## src/rtl/hk_spi_responder.sv

```systemverilog
// hk_spi_responder: SPI mode-0 responder for housekeeping register access.
// SCK/CSB/SDI are oversampled in the core clock domain; no SCK clock domain.
module hk_spi_responder #(
  parameter int SYNC_STAGES = 2,
  parameter int ADDR_WIDTH  = 8
) (
  input  logic                  clock,
  input  logic                  resetb,
  input  logic                  spi_sck,
  input  logic                  spi_csb,
  input  logic                  spi_sdi,
  output logic                  spi_sdo,
  output logic                  spi_sdo_oe,
  output logic                  busy,
  output logic [ADDR_WIDTH-1:0] reg_addr,
  output logic [7:0]            reg_wdata,
  output logic                  reg_wen,
  output logic                  reg_ren,
  input  logic [7:0]            reg_rdata
);

  typedef enum logic [2:0] {
    IDLE,
    CMD,
    ADDR,
    DATA,
    IGNORE
  } state_t;

  state_t state, state_n;

  logic [SYNC_STAGES-1:0] sck_q, csb_q, sdi_q;
  logic       sck_s, csb_s, sdi_s, sck_d;
  logic       rise, fall, shifting, byte_done;
  logic [2:0] bit_cnt;
  logic [6:0] shift_in;
  logic [7:0] rx_byte, tx, addr_inc;
  logic       wr, rd, tx_fresh, sdo_q;
  logic       ren_pend, load_pend, inc_pend;

  // CSB synchronizer resets high so busy reads 0 in reset.
  always_ff @(posedge clock or negedge resetb) begin
    if (!resetb) begin
      sck_q <= '0;
      csb_q <= '1;
      sdi_q <= '0;
      sck_d <= 1'b0;
    end else begin
      sck_q <= {sck_q[SYNC_STAGES-2:0], spi_sck};
      csb_q <= {csb_q[SYNC_STAGES-2:0], spi_csb};
      sdi_q <= {sdi_q[SYNC_STAGES-2:0], spi_sdi};
      sck_d <= sck_s;
    end
  end

  assign sck_s     = sck_q[SYNC_STAGES-1];
  assign csb_s     = csb_q[SYNC_STAGES-1];
  assign sdi_s     = sdi_q[SYNC_STAGES-1];
  assign rise      = sck_s & ~sck_d;
  assign fall      = ~sck_s & sck_d;
  assign shifting  = state inside {CMD, ADDR, DATA};
  assign byte_done = (bit_cnt == 3'd7);
  assign rx_byte   = {shift_in, sdi_s};
  assign addr_inc  = reg_addr[7:0] + 8'd1;

  always_ff @(posedge clock or negedge resetb) begin
    if (!resetb) state <= IDLE;
    else         state <= state_n;
  end

  always_comb begin
    state_n = state;
    if (csb_s) begin
      state_n = IDLE;
    end else begin
      unique case (state)
        IDLE:
          state_n = CMD;
        CMD:
          if (rise && byte_done)
            state_n = (rx_byte[7] | rx_byte[6]) ? ADDR : IGNORE;
        ADDR:
          if (rise && byte_done) state_n = DATA;
        DATA, IGNORE:
          state_n = state;
        default:
          state_n = IDLE;
      endcase
    end
  end

  // Strobe pipeline: write, then address bump, then read, then tx load.
  always_ff @(posedge clock or negedge resetb) begin
    if (!resetb) begin
      bit_cnt   <= '0;
      shift_in  <= '0;
      tx        <= '0;
      tx_fresh  <= 1'b0;
      sdo_q     <= 1'b0;
      wr        <= 1'b0;
      rd        <= 1'b0;
      reg_addr  <= '0;
      reg_wdata <= '0;
      reg_wen   <= 1'b0;
      reg_ren   <= 1'b0;
      ren_pend  <= 1'b0;
      load_pend <= 1'b0;
      inc_pend  <= 1'b0;
    end else begin
      reg_wen   <= 1'b0;
      reg_ren   <= ren_pend;
      ren_pend  <= 1'b0;
      load_pend <= reg_ren;
      inc_pend  <= 1'b0;
      if (inc_pend) begin
        reg_addr <= ADDR_WIDTH'(addr_inc);
        ren_pend <= rd;
      end
      if (load_pend) begin
        tx       <= reg_rdata;
        tx_fresh <= 1'b1;
      end
      if (csb_s) begin
        bit_cnt   <= '0;
        wr        <= 1'b0;
        rd        <= 1'b0;
        sdo_q     <= 1'b0;
        tx_fresh  <= 1'b0;
        reg_ren   <= 1'b0;
        ren_pend  <= 1'b0;
        load_pend <= 1'b0;
        inc_pend  <= 1'b0;
      end else if (rise && shifting) begin
        shift_in <= rx_byte[6:0];
        bit_cnt  <= bit_cnt + 3'd1;
        if (byte_done) begin
          unique case (1'b1)
            state == CMD: begin
              wr <= rx_byte[7];
              rd <= rx_byte[6];
            end
            state == ADDR: begin
              reg_addr <= ADDR_WIDTH'(rx_byte);
              ren_pend <= rd;
            end
            state == DATA: begin
              if (wr) begin
                reg_wdata <= rx_byte;
                reg_wen   <= 1'b1;
              end
              inc_pend <= 1'b1;
            end
            default: ;
          endcase
        end
      end else if (fall && state == DATA && rd) begin
        if (tx_fresh) begin
          sdo_q    <= tx[7];
          tx_fresh <= 1'b0;
        end else begin
          sdo_q <= tx[6];
          tx    <= {tx[6:0], 1'b0};
        end
      end
    end
  end

  assign spi_sdo    = sdo_q;
  assign spi_sdo_oe = (state == DATA) & rd & ~csb_s;
  assign busy       = ~csb_s;

endmodule

```

## config.mk

```make
export PLATFORM = sky130hd
export DESIGN_NAME = hk_spi_responder
export DESIGN_NICKNAME = d
export VERILOG_FILES = /design/src/rtl/hk_spi_responder.sv
export SDC_FILE = /design/constraint.sdc
export NUM_CORES = 1
export LEC_CHECK = 0
export ABC_CLOCK_PERIOD_IN_PS = 1950
export CAP_MARGIN = 20
export CORE_MARGIN = 1
export CORE_UTILIZATION = 36
export CTS_CLUSTER_DIAMETER = 80
export DETAILED_ROUTE_END_ITERATION = 10
export PLACE_DENSITY = 0.6
export SYNTH_ARGS = -nofsm -noshare
export SYNTH_HDL_FRONTEND = slang
export SYNTH_SLANG_ARGS = --single-unit
```

## constraint.sdc

```tcl
create_clock -name clock -period 1.95 [get_ports clock]
set_input_delay 0.195 -clock clock [delete_from_list [all_inputs] [get_ports clock]]
set_output_delay 0.195 -clock clock [all_outputs]
set_load 0.01 [all_outputs]
```

## Word-level counts from Yosys, hierarchy flattened

Cells that the tools add are included.

| storage, ports and cells | value |
|---|---|
| bits in registers | 53 |
| input port bits | 13 |
| word-level logic and storage cells | 104 |

| cells by class | value |
|---|---|
| add/subtract/negate cells | 2 |
| equal/unequal tests | 9 |
| muxes and demuxes | 50 |
| bitwise logic cells | 8 |
| reduce and logical (&&, ||, !) cells | 16 |

Operators by type and width:

| cell | number |
|---|---|
| two-way mux 8 bit | 10 |
| two-way mux 1 bit | 33 |
| two-way mux 3 bit | 6 |
| case mux 3 bit (4 select lines) | 1 |
| adder 8 x 1 -> 8 bit (second input constant) | 1 |
| nonzero test 2 bit | 4 |
| equality test 3 x 2 -> 1 bit (second input constant) | 2 |
| equality test 3 bit (second input constant) | 2 |
| inequality test 3 bit (second input constant) | 2 |
| AND reduction 3 bit | 2 |
| AND reduction 5 bit | 1 |
| bitwise AND 1 bit | 4 |
| logical AND 1 bit | 4 |
| inequality test 2 bit (second input constant) | 2 |
| AND reduction 2 bit | 2 |
| adder 3 x 1 -> 3 bit (second input constant) | 1 |
| equality test 3 x 1 -> 1 bit (second input constant) | 1 |
| logical NOT 3 bit | 1 |
| inverter 1 bit | 3 |
| nonzero test 3 bit | 1 |
| OR reduction 2 bit | 1 |
| bitwise OR 1 bit | 1 |

## Depth between registers and ports, before layout

Gate-level depths: netlist (run 1).

| depth | value |
|---|---|
| word-level depth | 7 |
| gate-level depth with buffers | 7 |

## Worst setup path before layout (run 1)

No wires, ideal clock.

| path | value |
|---|---|
| path type | reg2reg |
| start point | reg bit_cnt[0] |
| end point | reg reg_addr[5] |
| setup time | 0.128 ns |
| arrival time | 1.614 ns |
| data required time | 1.822 ns |
| slack | 0.208 ns |
| cell stages (with the launch flop) | 7 |
| path buffers | 1 |
| period minus slack after synthesis | 1.742 ns |
| path through | dfrtp_1 > ha_1 > ha_1 > nand3b_1 > nor4_2 > buf_2 > o21ai_0 |

| between the ends | value |
|---|---|
| cells in the longest elaborated chain, start to end | 4 |

RTL lines:

| item | RTL line | source |
|---|---|---|
| start: declaration | 35 | `logic [2:0] bit_cnt;` |
| start signal: assignment | 135 | `bit_cnt <= bit_cnt + 3'd1;` |
| equality test 3 bit | 62 | `assign byte_done = (bit_cnt == 3'd7);` |
| two-way mux 8 bit | 136 | `if (byte_done) begin` |
| two-way mux 8 bit | 133 | `end else if (rise && shifting) begin` |
| two-way mux 8 bit | 123 | `if (csb_s) begin` |
| end signal: assignment | 116 | `reg_addr <= ADDR_WIDTH'(addr_inc);` |
| end signal: assignment | 143 | `reg_addr <= ADDR_WIDTH'(rx_byte);` |
| end: declaration | 15 | `output logic [ADDR_WIDTH-1:0] reg_addr,` |

No other way between the ends.
A chain may end at the register's enable or synchronous reset.

## Final worst setup path (run 1)

| path | value |
|---|---|
| start point | reg csb_q[1] |
| end point | reg shift_in[3] |

| between the ends | value |
|---|---|
| cells in the longest elaborated chain, start to end | 2 |

RTL lines:

| item | RTL line | source |
|---|---|---|
| start: declaration | 32 | `logic [SYNC_STAGES-1:0] sck_q, csb_q, sdi_q;` |
| start signal: assignment | 50 | `csb_q <= {csb_q[SYNC_STAGES-2:0], spi_csb};` |
| inverter 1 bit (no source line) | n/a |  |
| AND reduction 2 bit (no source line) | n/a |  |
| end signal: assignment | 134 | `shift_in <= rx_byte[6:0];` |
| end: declaration | 36 | `logic [6:0] shift_in;` |

No other way between the ends.

==> impl_metrics.ini, run 1 <==
[routing]
post_drt_via_cell_ratio = 4.82
post_drt_wl_per_cell_um = 12.9
drtIter0Drc = 48
detail_route.first_pass.iterations = 4
routed_wl_um = 3910
dr_total_vias = 1455
drc = 0
drtAntennaViolNets = 0

[power]
power_density_nw_per_um2 = 690
clock_power_share_pct = 31.2
p_leak_nw = 1.22
power.ir.vdd_worst_mv = 0.252
internal-power_mw = 1.47
switching_share_pct = 23.8
netSwitchingPower_mw = 0.459
seq_power_share_pct = 62.5
relative_contribution_of_combinational_cells_to_total_power_pct = 6.3

[sta]
maxSlewHeadroom_pct = 65.6
hold_ws_ns = 0.285
fmaxAchievable_mhz = 584
layout_worst_path_cycle_share_pct = 87.8
grt_setup_unrepaired = no
fin_tns_setup_ns = 0
final.setup_skew_ns = 0.00419
worstMarginPinSlew_ns = 0.515
final-setup-viol-count = 0
final_max_slew_viol_count = 0
finalHoldViolCount = 0
layout_min_cycle_time_ns = 1.71

[clock_tree]
clockBufferDepth = 2
cts.root.buffer_cell = sky130_fd_sc_hd__clkbuf_8
clock_sinks = 53
cts.reportedPaths.clkPinSlew_ns = 0.09
tritoncts = yes
cts-htree-levels = 2
cts-buffers-inserted = 5
worstSkewPairLatency_ns = 0.31

[yosys]
netlist_top_cells_count = sky130_fd_sc_hd__dfrtp_1 (51), sky130_fd_sc_hd__nor2_1 (19), sky130_fd_sc_hd__mux2_2 (15), sky130_fd_sc_hd__mux2i_1 (14), sky130_fd_sc_hd__nand2_1 (13)
synth.area.top_cells = sky130_fd_sc_hd__dfrtp_1 (57%), sky130_fd_sc_hd__mux2_2 (7.5%), sky130_fd_sc_hd__mux2i_1 (6.3%), sky130_fd_sc_hd__nor2_1 (3.2%), sky130_fd_sc_hd__dfstp_2 (2.3%)
synth_cell_types = 32
yosys_warnings = 0
synth_nets = 202
synth_most_common_cell = sky130_fd_sc_hd__dfrtp_1
netlist_area_um2 = 2240
synth_async_sr_flop_share_pct = 100
post_synth_inst_count = 186
synth_seq_area_share_pct = 59.3
syn_area_per_cell_um2 = 12.1
seq_cells_post_synth = 53
number_of_flops_mapped_to_enable_cells_by_yosys = 0
synthDominantAreaCellType = sky130_fd_sc_hd__dfrtp_1
ys.flop_type = sky130_fd_sc_hd__dfrtp_1
synth_largest_type_area_fraction_pct = 56.9

[cells_and_area]
areaGrowthSynthToFinish_pct = 24.4
final_area_um2 = 2790
diodes = 0
final_net_count = 242
postLayoutCoreUtil_pct = 46.8
stdcell_count = 302
drive_above_1_share_pct = 18.1

[floorplanning]
cell_rows = 28
die-area_um2 = 6550
floorplan.io_pins = 34
core_area_um2 = 5960
die_w_um = 80.9
die_h_um = 80.9
initial_core_util_pct = 37.6

[placement]
port_buffers = 33
placedInstanceArea_um2 = 2670
place_inst = 291
place.gp.congestion = 0.754
hpwl_um = 2750

[job]
max-cap-violations = 0

[setup_path]
critPathLaunchType = flop
biggest_fanout_along_the_worst_timing_path = 12
cp_data_arrival_time_ns = 1.91
criticalPathCategory = flop to flop
critical_path_required_ns = 2.15
critical_path.endpoint_type = flop

[global_routing]
gr-usage-all-layers_pct = 13.2
grt_pass1_wl_um = 6510
first_global_vias = 1355
grt_overflow_total = 0
pin_count_of_the_biggest_net_entering_global_routing = 33
antenna_found_initial = 0

[worst_hold_path]
timing.hold.worst.class = input pin to flop

[status]
outcome = complete, no violations
## critical path, cell delays in order (launching register included)
cell and delay (ns):
sky130_fd_sc_hd__dfstp_2 0.39, sky130_fd_sc_hd__buf_4 0.18, sky130_fd_sc_hd__buf_4 0.17, sky130_fd_sc_hd__nor4_4 0.30
sky130_fd_sc_hd__buf_4 0.23, sky130_fd_sc_hd__mux2_2 0.34
## power by group through the flow
stage	registers [mW]	clock network [mW]	logic, mW
2_1_floorplan	1.20	0	0.0605
3_3_place_gp	1.23	0	0.115
3_5_place_dp	1.23	0	0.117
4_1_cts	1.20	0.631	0.125
5_1_grt	1.21	0.670	0.135
6_report	1.20	0.601	0.121
## layout by cell type, fill, tap and decap left out, types with 3 or more instances in the layout
cell type,count
sky130_fd_sc_hd__a21oi_1,10
sky130_fd_sc_hd__ha_1,3
sky130_fd_sc_hd__clkbuf_8,5
sky130_fd_sc_hd__nand2_1,13
sky130_fd_sc_hd__dfrtp_1,49
sky130_fd_sc_hd__nor3_1,7
sky130_fd_sc_hd__nor2_1,19
sky130_fd_sc_hd__buf_4,7
sky130_fd_sc_hd__inv_1,3
sky130_fd_sc_hd__xnor2_1,4
sky130_fd_sc_hd__mux2i_1,14
sky130_fd_sc_hd__nand4_1,3
sky130_fd_sc_hd__mux2_2,15
sky130_fd_sc_hd__o21ai_0,9
sky130_fd_sc_hd__xor2_1,4
sky130_fd_sc_hd__clkdlybuf4s50_1,31
## layer usage
| metal | vias to the layer above | track usage (%) | share of wire [%] |
|---|---|---|---|
| met3 | 5 | 3.03 | 3.2 |
| met2 | 29 | 19.2 | 44 |
| met4 | 0 | 5.36 | 1.3 |
| met5 | - | 0 | 0 |
| li1 | 721 | - | - |
| met1 | 700 | 18.9 | 51 |
## kinds of logic after synthesis
| logic type | count (synthesis) | share of synthesized area (%) |
|---|---|---|
| buf+inv | 12 | 2.51 |
| simple gates | 58 | 14.1 |
| compound gates | 23 | 5.58 |
| flops | 53 | 59.3 |
| mux | 29 | 13.8 |
| fa+ha+maj | 3 | 1.67 |
| xor+xnor | 8 | 3.12 |
## final timing paths
check	from	to	slack [ns]	depth (start not counted)
max in group asynchronous	resetb	reg_addr[6]	1.02	3
worst max-delay path	csb_q[1]	shift_in[3]	0.24	5
worst min register to register	sck_q[0]	sck_q[1]	0.36	0
worst min-delay path	spi_csb	csb_q[0]	0.29	1
min in group asynchronous	resetb	sdi_q[0]	0.38	2
worst max register to register	csb_q[1]	shift_in[3]	0.24	5
## through the flow
| step | setup WS (ns) | total power, mW |
|---|---|---|
| 2_1_floorplan | 0.208 | 1.26 |
| 3_3_place_gp | 0.183 | 1.34 |
| 3_5_place_dp | 0.149 | 1.34 |
| 4_1_cts | 0.0913 | 1.96 |
| 5_1_grt | 0.126 | 2.02 |
| 6_report | 0.238 | 1.93 |
## sequential cells by signal (all words and copies together) (netlist names), 2 cells and up
name,cells
reg_addr,8
reg_wdata,8
sdi_q,2
tx,8
bit_cnt,3
sck_q,2
shift_in,7
csb_q,2
state,3
## area by class of cell
| class | count | area, µm² |
|---|---|---|
| fill | 579 | 3170 |
| clock buffer | 5 | 68.8 |
| multi-input combinational | 121 | 861 |
| inverter | 3 | 11.3 |
| sequential | 53 | 1330 |
| clock inverter | 3 | 17.5 |
| timing repair buffer | 42 | 407 |
| tap | 75 | 93.8 |
## timing repair
| item | in CTS | in global routing |
|---|---|---|
| setup endpoints to repair | 1 | 6 |
| hold buffers | 1 | 0 |
| gates resized for setup | 3 | 1 |
| setup buffers | 2 | 0 |
| pin swaps | 1 | 0 |
| endpoints found under the hold margin | 19 | 0 |
Power figures use the tool's default switching activity.
==> run 2: changes to the inputs <==
--- a/config.mk
+++ b/config.mk
@@ -5,7 +5,7 @@
 export SDC_FILE = /design/constraint.sdc
 export NUM_CORES = 1
 export LEC_CHECK = 0
-export ABC_CLOCK_PERIOD_IN_PS = 1950
+export ABC_CLOCK_PERIOD_IN_PS = 1600
 export CAP_MARGIN = 20
 export CORE_MARGIN = 1
 export CORE_UTILIZATION = 36
==> constraint.sdc (replaced) <==
create_clock -name clock -period 1.6 [get_ports clock]
set_input_delay 0.16 -clock clock [delete_from_list [all_inputs] [get_ports clock]]
set_output_delay 0.16 -clock clock [all_outputs]
set_load 0.01 [all_outputs]
==> run 2 against run 1 <==
Critical path depth grew 3. Power increased by 31%. Largest power group unchanged. Clock power grew 46%. Register-to-register slack got worse by 0.23 ns. Clock skew decreased by 0.00051 ns. Final cell count grew 6.0%. Die area stayed put. Combinational power grew 43%. Worst hold slack worse by 0.034 ns. Sequential power up 23%. Fmax increased by 7.4%. Non-clock buffer count grew 18.
==> impl_metrics.ini, run 2 (same netlist as run 1, synthesis figures left out) <==
[cells_and_area]
drive_above_1_share_pct = 26.5
final_common_cell = sky130_fd_sc_hd__dfrtp_1
stdcell_count = 320
areaGrowthSynthToFinish_pct = 35.2
layout_top_registers = reg_addr: 8 flops, reg_wdata: 8 flops, tx: 8 flops
diodes = 0
final_cell_mix = sky130_fd_sc_hd__dfrtp_1 (50), sky130_fd_sc_hd__clkdlybuf4s50_1 (30), sky130_fd_sc_hd__buf_4 (20)
final_net_count = 261
final_area_um2 = 3030

[clock_tree]
cts.reportedPaths.clkPinSlew_ns = 0.09
worstSkewPairLatency_ns = 0.30
cts.root.buffer_cell = sky130_fd_sc_hd__clkbuf_8
clockBufferDepth = 2
cts-htree-levels = 2
cts-buffers-inserted = 5
clock_sinks = 53
tritoncts = yes

[floorplanning]
die_h_um = 80.9
cell_rows = 28
die-area_um2 = 6550
die_w_um = 80.9
floorplan.io_pins = 34
initial_core_util_pct = 37.6
core_area_um2 = 5960

[setup_path]
critPathTopFamily = simple AND/OR/NAND/NOR gates
max_stage_delay_ns = 0.37
worst_r2r_path_depth = 8
crit_path_cell_trace = ha_2 > ha_4 > nand3b_1 > buf_4 > nor4_4 > buf_12 > nand2_1 > o21ai_0
regToRegEndpoint = reg_addr[6]
critical_path.endpoint_type = flop
register_to_register_path_setup_slack_ns = 0.006
cp_data_arrival_time_ns = 1.82
biggest_fanout_along_the_worst_timing_path = 16
critPathLaunchType = flop
timing.critical_path.buf_inv = 2
criticalPathCategory = flop to flop
timing.critical_path.slowest_stage_cell = sky130_fd_sc_hd__dfrtp_1
crit-reg2reg-launch = bit_cnt[1]
critical_path_required_ns = 1.83

[global_routing]
antenna_found_initial = 0
gr-usage-all-layers_pct = 14.9
grt_pass1_wl_um = 7250
first_global_vias = 1445
grt_overflow_total = 0
pin_count_of_the_biggest_net_entering_global_routing = 54

[routing]
drtAntennaViolNets = 0
dr_total_vias = 1529
post_drt_via_cell_ratio = 4.78
detail_route.first_pass.iterations = 4
routed_wl_um = 4470
post_drt_wl_per_cell_um = 14.0
drc = 0
drtIter0Drc = 61

[placement]
port_buffers = 33
hpwl_um = 2830
dp_slack_ns = 0.00806
place_inst = 303
placedInstanceArea_um2 = 2810
place.gp.congestion = 0.801

[sta]
final.setup_skew_ns = 0.00367
setup_slack_ns = 0.00624
maxSlewHeadroom_pct = 69.6
final_max_slew_viol_count = 0
fmaxAchievable_mhz = 627
worstMarginPinSlew_ns = 0.456
layout_worst_path_cycle_share_pct = 99.6
final-setup-viol-count = 0
layout_min_cycle_time_ns = 1.59
finalHoldViolCount = 0
grt_setup_unrepaired = yes
hold_ws_ns = 0.252

[power]
power_density_nw_per_um2 = 832
internal-power_mw = 1.95
seq_power_share_pct = 58.4
netSwitchingPower_mw = 0.568
switching_share_pct = 22.5
p_leak_nw = 1.34
totalPowerFinal_mw = 2.52
power.ir.vdd_worst_mv = 0.525
relative_contribution_of_combinational_cells_to_total_power_pct = 6.9
clock_power_share_pct = 34.7

[worst_hold_path]
whs_path_depth = 1
timing.hold.worst_endpoint = csb_q[0]
timing.hold.worst.class = input pin to flop
hold_path_startpoint = spi_csb

[status]
outcome = complete, no violations

[job]
max-cap-violations = 0
run 2: layout make-up:
type,count,area [µm²]
clock buffer,5,68.8
clock inverter,2,35.0
fill,545,2920
inverter,3,11.3
multi-input combinational,122,927
sequential,53,1330
tap,75,93.8
timing repair buffer,60,566
run 2: layer usage:
layer / vias up / wire, µm / track usage, %
met5: - / 0 / 0
met2: 27 / 1980 / 21.3
li1: 761 / - / -
met1: 734 / 2280 / 21.3
met3: 7 / 145 / 3.82
met4: 0 / 68 / 5.89
run 2: how the worst max path moves through the flow:
stage,startpoint,endpoint,cells after the start
3_3_place_gp,state[2],reg_wdata[0],4
3_5_place_dp,state[2],reg_wdata[0],4
4_1_cts,bit_cnt[0],wr,6
2_1_floorplan,csb_q[1],reg_wdata[0],4
5_1_grt,bit_cnt[1],reg_addr[4],8
6_report,bit_cnt[1],reg_addr[6],8
run 2: power by group through the flow:
stage | registers [mW] | clock network [mW] | logic (mW)
after global routing | 1.49 | 0.953 | 0.189
after floorplan | 1.47 | 0 | 0.0750
after CTS | 1.47 | 0.902 | 0.164
after detailed placement | 1.50 | 0 | 0.155
after global placement | 1.49 | 0 | 0.152
final | 1.47 | 0.876 | 0.173
run 2: repair_timing:
action | CTS | global route
setup buffers | 4 | 5
gates resized for setup | 5 | 12
hold endpoints to repair | 51 | 0
endpoints found under the setup margin | 4 | 37
pin swaps | 3 | 4
hold buffers | 1 | 0
gates cloned | 1 | 0
run 2: through the flow:
stage | util, % | TNS [ns]
6_report | 50.9 | 0
3_3_place_gp | 47.2 | 0
5_1_grt | 50.9 | -0.638
2_1_floorplan | - | -0.397
3_5_place_dp | 47.2 | 0
4_1_cts | 49.9 | -0.0560
==> run 3: changes to the inputs <==
--- a/config.mk
+++ b/config.mk
@@ -11,6 +11,7 @@
 export CORE_UTILIZATION = 36
 export CTS_CLUSTER_DIAMETER = 80
 export DETAILED_ROUTE_END_ITERATION = 10
+export HOLD_SLACK_MARGIN = 0.02
 export PLACE_DENSITY = 0.6
 export SYNTH_ARGS = -nofsm -noshare
 export SYNTH_HDL_FRONTEND = slang
==> results of run 3 <==
Same layout as run 2: the final DEF is identical, and so are final timing and power.
